<file path="src/rtl/pwm_config_scheduler.sv">
// -----------------------------------------------------------------------------
// pwm_config_scheduler
//
// Purpose: accepts a new PWM timing set (period plus high-side and low-side
// rise/fall tick numbers), checks that it is ordered sensibly, holds it, and
// copies it to the active outputs at a safe point. Once a set is running,
// the safe point is the last tick of a PWM period, so the PWM generator
// never sees a set change partway through a period. The first set after
// reset goes live straight away because no period is running yet.
//
// Optional feature: define PWM_CONFIG_SCHEDULER_REJECT_COUNT_EN to add the
// 8-bit saturating reject_count output.
//
// Ports:
//   clock                               rising-edge clock
//   reset                               synchronous active-high reset
//   cfg_valid / cfg_ready               offer / accept handshake for a new set
//   cfg_period, cfg_rise_hs, cfg_fall_hs,
//   cfg_rise_ls, cfg_fall_ls            offered set, sampled only when accepted
//   cfg_abort                           drops a staged set while it waits
//   period_end                          last-tick pulse from the PWM counter
//   tick_count_period, tick_number_*    active set sent to the PWM generator
//   configuration_valid                 set once any set has been committed
//   update_strobe                       one-cycle pulse after a commit
//   cfg_rejected                        one-cycle pulse after a failed check
//   pending                             a checked set is waiting to commit
//   reject_count                        (optional) saturating count of rejects
// -----------------------------------------------------------------------------
module pwm_config_scheduler #(
  parameter int bitwidth = 8
) (
  input  logic                clock,
  input  logic                reset,
  input  logic                cfg_valid,
  output logic                cfg_ready,
  input  logic [bitwidth-1:0] cfg_period,
  input  logic [bitwidth-1:0] cfg_rise_hs,
  input  logic [bitwidth-1:0] cfg_fall_hs,
  input  logic [bitwidth-1:0] cfg_rise_ls,
  input  logic [bitwidth-1:0] cfg_fall_ls,
  input  logic                cfg_abort,
  input  logic                period_end,
  output logic [bitwidth-1:0] tick_count_period,
  output logic [bitwidth-1:0] tick_number_rising_edge_highside,
  output logic [bitwidth-1:0] tick_number_falling_edge_highside,
  output logic [bitwidth-1:0] tick_number_rising_edge_lowside,
  output logic [bitwidth-1:0] tick_number_falling_edge_lowside,
  output logic                configuration_valid,
  output logic                update_strobe,
  output logic                cfg_rejected,
`ifdef PWM_CONFIG_SCHEDULER_REJECT_COUNT_EN
  output logic [7:0]          reject_count,
`endif
  output logic                pending
);

  typedef enum logic [1:0] {
    IDLE    = 2'd0,
    CHECK   = 2'd1,
    PENDING = 2'd2
  } state_t;

  // Field index order: 0 period, 1 rise_hs, 2 fall_hs, 3 rise_ls, 4 fall_ls
  localparam int NFIELD = 5;

  state_t              state_q, state_d;
  logic [bitwidth-1:0] cfg_in   [NFIELD];
  logic [bitwidth-1:0] stage_q  [NFIELD];
  logic [bitwidth-1:0] active_q [NFIELD];

  logic config_valid_q, config_valid_d;
  logic update_strobe_q, update_strobe_d;
  logic cfg_rejected_q, cfg_rejected_d;
  logic capture, commit, reject, rules_ok;

  assign cfg_in[0] = cfg_period;
  assign cfg_in[1] = cfg_rise_hs;
  assign cfg_in[2] = cfg_fall_hs;
  assign cfg_in[3] = cfg_rise_ls;
  assign cfg_in[4] = cfg_fall_ls;

  // Staging and active registers, one pair per timing field
  generate
    for (genvar gi = 0; gi < NFIELD; gi++) begin : g_field
      always_ff @(posedge clock) begin
        if (reset) begin
          stage_q[gi]  <= '0;
          active_q[gi] <= '0;
        end else begin
          if (capture) stage_q[gi]  <= cfg_in[gi];
          if (commit)  active_q[gi] <= stage_q[gi];
        end
      end
    end
  endgenerate

  // Ordering rules on the staged set (all unsigned): the high-side pulse
  // ends no later than the low-side pulse starts (dead time may be zero),
  // and the low-side pulse ends within the period.
  assign rules_ok = (stage_q[0] != '0)
                 && (stage_q[1] <  stage_q[2])
                 && (stage_q[2] <= stage_q[3])
                 && (stage_q[3] <  stage_q[4])
                 && (stage_q[4] <= stage_q[0]);

  always_comb begin
    state_d = state_q;
    capture = 1'b0;
    commit  = 1'b0;
    reject  = 1'b0;
    case (state_q)
      IDLE: begin
        if (cfg_valid) begin
          capture = 1'b1;
          state_d = CHECK;
        end
      end
      CHECK: begin
        if (rules_ok) begin
          state_d = PENDING;
        end else begin
          reject  = 1'b1;
          state_d = IDLE;
        end
      end
      PENDING: begin
        // Abort wins over a coincident period_end. With nothing running yet
        // there is no period boundary to wait for, so commit immediately.
        if (cfg_abort) begin
          state_d = IDLE;
        end else if (!config_valid_q || period_end) begin
          commit  = 1'b1;
          state_d = IDLE;
        end
      end
      default: state_d = IDLE;
    endcase
  end

  assign config_valid_d  = config_valid_q | commit;
  assign update_strobe_d = commit;
  assign cfg_rejected_d  = reject;

  always_ff @(posedge clock) begin
    if (reset) begin
      state_q         <= IDLE;
      config_valid_q  <= 1'b0;
      update_strobe_q <= 1'b0;
      cfg_rejected_q  <= 1'b0;
    end else begin
      state_q         <= state_d;
      config_valid_q  <= config_valid_d;
      update_strobe_q <= update_strobe_d;
      cfg_rejected_q  <= cfg_rejected_d;
    end
  end

`ifdef PWM_CONFIG_SCHEDULER_REJECT_COUNT_EN
  logic [7:0] reject_count_q, reject_count_d;

  // Counts on the same edge that raises cfg_rejected, so it tracks pulses
  always_comb begin
    reject_count_d = reject_count_q;
    if (reject && (reject_count_q != 8'hFF)) reject_count_d = reject_count_q + 8'd1;
  end

  always_ff @(posedge clock) begin
    if (reset) reject_count_q <= 8'd0;
    else       reject_count_q <= reject_count_d;
  end

  assign reject_count = reject_count_q;
`endif

  assign cfg_ready                         = (state_q == IDLE);
  assign pending                           = (state_q == PENDING);
  assign configuration_valid               = config_valid_q;
  assign update_strobe                     = update_strobe_q;
  assign cfg_rejected                      = cfg_rejected_q;
  assign tick_count_period                 = active_q[0];
  assign tick_number_rising_edge_highside  = active_q[1];
  assign tick_number_falling_edge_highside = active_q[2];
  assign tick_number_rising_edge_lowside   = active_q[3];
  assign tick_number_falling_edge_lowside  = active_q[4];

endmodule

</file>
<file path="config.mk">
export PLATFORM = sky130hd
export DESIGN_NAME = pwm_config_scheduler
export DESIGN_NICKNAME = d
export VERILOG_FILES = /design/src/rtl/pwm_config_scheduler.sv
export SDC_FILE = /design/constraint.sdc
export NUM_CORES = 1
export LEC_CHECK = 0
export ABC_AREA = 0
export CORE_AREA = 2 2 103 95
export DETAILED_ROUTE_END_ITERATION = 10
export DIE_AREA = 0 0 105 97
export PLACE_DENSITY = 0.7
export SETUP_SLACK_MARGIN = 0.1
export SYNTH_ARGS = -nofsm -noshare
export SYNTH_HDL_FRONTEND = slang
export SYNTH_SLANG_ARGS = --single-unit
</file>
<file path="constraint.sdc">
create_clock -name clock -period 5.2 [get_ports clock]
set_clock_uncertainty 0.1 [all_clocks]
set_input_delay 0.78 -clock clock [delete_from_list [all_inputs] [get_ports clock]]
set_output_delay 0.78 -clock clock [all_outputs]
set_load 0.005 [all_outputs]
</file>
# Word-level counts from Yosys, hierarchy flattened
# Memory sizes are Yosys's and may differ from the RTL's.
# Cells that the tools add are included.
# totals
inputBits	45
ram_bits	80
mem_count	2
output_inout_bits	45
regBits	5
word_cells	65
# classes
eq_ne	4
n_bitwise	12
mux	29
magnitude_cmp	4
reduce_logical	10
# memory_table
name	words	width	rd	rd_clocked_by_memory_dff	wr	line	text
active_q	5	8	5	0	5	69	logic [bitwidth-1:0] active_q [NFIELD];
stage_q	5	8	5	0	5	68	logic [bitwidth-1:0] stage_q [NFIELD];
# ops
cell	n
$mux 8	10
$le 8x8->1	2
$lt 8x8->1	2
$mux 1	14
$or 1x1->1	11
$mux 2	4
$reduce_bool 8->1	1
$pmux 2 s3	1
$logic_and 1x1->1	4
$ne 3x2->1 const B	1
$eq 2x1->1 const B	1
$eq 2x2->1 const B	1
$logic_not 2->1	1
$ne 2x2->1 const B	1
$reduce_and 2->1	1
$reduce_or 2->1	1
$logic_not 1->1	1
$logic_or 1x1->1	1
$not 1->1	1

# Longest topological paths before layout
# logic_depth
depth_word	9
depth_mapped	7
ltp_nobuf	7

# Least setup slack after synthesis
# Ideal clock, no wire load.
# synth_timing
path_type	input-to-reg
startpoint	in reset
endpoint	mem active_q[0][0] (enable)
setup_slack_ps	2626
t_arrival_ps	2070
setup_ps	404
n_path_buf	1
cell_stages	2
required_time_ps	4696
path_cell_list	clkbuf_1 > nand2b_1
# synth_lines
element	line	text
from (decl)	33	input logic reset,
to (decl)	69	

==> results.yml <==
synthesis:
  synth_compound_area_frac: 0.0470
  synth_top_area_frac: 0.618
  synth-main-ff-cell: "edfxtp_1"
  syn_nets: 376
  synthArstFlopShare: 0
  yosysMostFrequentCell: "edfxtp_1"
  netlist-cell-type-count: 31
  synth-xor-area-share: 0
  yosys-top-cells-count: "edfxtp_1 (80), and2_1 (51), inv_1 (32), nor3_1 (32), ha_1 (30)"
  synthAdderAreaFrac: 0.0966
  synth.avg_cell_area_um2: 12.9
  yosysWarnings: 0
  synth_cells: 301
  syn_area_um2: 3890
  yosysTopAreaCell: "edfxtp_1"
  synth-edff-count: 80
  synth_mux_area_frac: 0
  synth_top_family_by_area: "simple AND/OR/NAND/NOR gates"
  synth_area_leaders: "edfxtp_1 (62%), ha_1 (9.7%), and2_1 (8.2%)"
  ys_ff_latch: 85
  synth_simple_gate_area_share: 0.170
  synth-seq-area-share: 0.644
detailed_routing:
  wire_per_inst_um: 14.9
  ant_nets: 0
  detail_route.first_pass.iterations: 5
  dr_total_vias: 2526
  wirelength_mm: 7.76
  drt_iter0_markers: 168
  drt-vias-per-instance: 4.85
  drc: 0
floorplanning:
  die_x_um: 105
  rows: 33
  start_util: 0.432
  die_area_um2: 10200
  die_y_um: 97
  ios: 90
  core_area_um2: 9000
sta:
  slew_headroom: 0.519
  slew_violations: 0
  fmax_ghz: 0.368
  rsz0062_at_grt: "no"
  setup_viol: 0
  tightest_slew_ns: 0.719
  timing.final.hold_violations: 0
  final.period_utilization: 0.522
  layout_setup_ws_ns: 2.49
  setup_tns_ns: 0
  finalCriticalPeriod_ns: 2.71
grt:
  grt_pass1_vias: 2519
  grt_usage: 0.160
  gr-total-overflow: 0
  grt_first_pass_wirelength_mm: 12.5
  grt_antenna_before_repair: 0
  grt_max_degree: 42
placement:
  place_ws_ns: 2.11
  portBuffers: 89
  gp_congestion: 0.826
  hpwl_mm: 6.09
  dpl_cell_area_um2: 4920
cells_and_area:
  area_growth_pct: 30.9
  nets: 469
  design_area_um2: 5090
  num_antenna_cells: 0
  drive_gt1_frac: 0.0576
hold_path:
  hold_class: "reg2reg"
worst_setup_path:
  cp.required_ns: 5.11
  critical_path.max_fanout: 32
  crit_type: "in2reg"
  cp.arrival_ns: 2.63
  cp-start-kind: "input port"
  cp-end-kind: "flip-flop"
flow_run:
  drv_cap: 0
clock_network:
  post_cts_buffers: 0
  hold_buffers: 0
  clockBufferDepth: 2
  cts-root-buf: "clkbuf_8"
  cts-resized-gates: 0
  cts_tree: "yes"
  htreeDepth: 3
  cts_buffers: 9
  cts_sinks: 85
  path_clk_slew_ns: 0.08
  clk-insertion-delay-late_ns: 0.35
power_and_ir_drop:
  ir_drop_uv: 144
  p_leak_nw: 1.97
  finalPower_w: 0.00141
  power_density_nw_per_um2: 276
status:
  status: "complete, no violations"
==> worst max-delay path, cell delays in order <==
cell             delay (ns)
clkdlybuf4s50_1        0.39
and2b_1                0.24
o21ai_2                0.19
buf_4                  0.25
nand2b_1               0.32
buf_4                  0.44
==> cell families (layout without fill, tap and decap cells) <==
logic type / after synthesis / after routing
flip-flops: 85 / 85
buffers and inverters: 44 / 142
AND/OR/NAND/NOR: 116 / 116
adder cells (fa/ha/maj): 30 / 30
AO/OA/AOI/OAI: 26 / 26
==> power by group <==
part	internal (W)	leakage [nW]	switching, W	total (W)
sequential	0.000790	0.893	0.0000225	0.000813
clock	0.000170	0.0840	0.000223	0.000392
combinational	0.000104	0.991	0.0000977	0.000201
==> per-stage QoR <==
stage | hold WS, ns | instances | util
after floorplan | 0.334 | 301 | -
after global placement | 0.367 | 505 | 0.547
after detailed placement | 0.377 | 505 | 0.547
after CTS | 0.392 | 521 | 0.565
after global routing | 0.431 | 521 | 0.565
final | 0.390 | 521 | 0.565
==> final cells by class <==
cell class	instances	area, um^2
clock buffer	9	124
fill	795	3910
inverter	32	120
timing repair buffer	94	928
sequential	85	2500
multi-input combinational	172	1220
tap	122	153
clock inverter	7	42.5
==> sequential cells by signal (all words and copies together), names as in the netlist <==
| signal | flops |
|---|---|
| cfg_rejected | 1 |
| stage_q | 40 |
| update_strobe | 1 |
| state_q | 2 |
| configuration_valid | 1 |
| active_q | 40 |
==> worst paths after layout <==
path	from	to	slack (ns)	depth (start not counted)
max	cfg_abort	active_q[3][2]	2.49	6
min	state_q[0]	cfg_rejected	0.39	2
max reg2reg	state_q[1]	active_q[3][2]	2.75	6
min reg2reg	state_q[0]	cfg_rejected	0.39	2
==> cells in the final DEF, fill, tap and decap left out, drive strengths merged, types with 2 or more instances in the layout <==
cell and n:
a211oi 4, a21o 2, a21oi 6, and2 51
buf 5, clkbuf 9, clkdlybuf4s50 89, clkinv 6
dfxtp 5, edfxtp 80, ha 30, inv 32
nand2 4, nand2b 2, nand4 6, nor2 12
nor2b 3, nor3 32, nor4 3, o211ai 3
o21ai 5
==> metal layers <==
metal	share of wire	GRT usage	up-vias
met5	0	0	-
met4	0.011	0.0708	0
met3	0.070	0.0283	5
met2	0.42	0.224	102
met1	0.49	0.243	1157
li1	-	-	1262
Note: power is estimated with default switching activity, not from simulation.
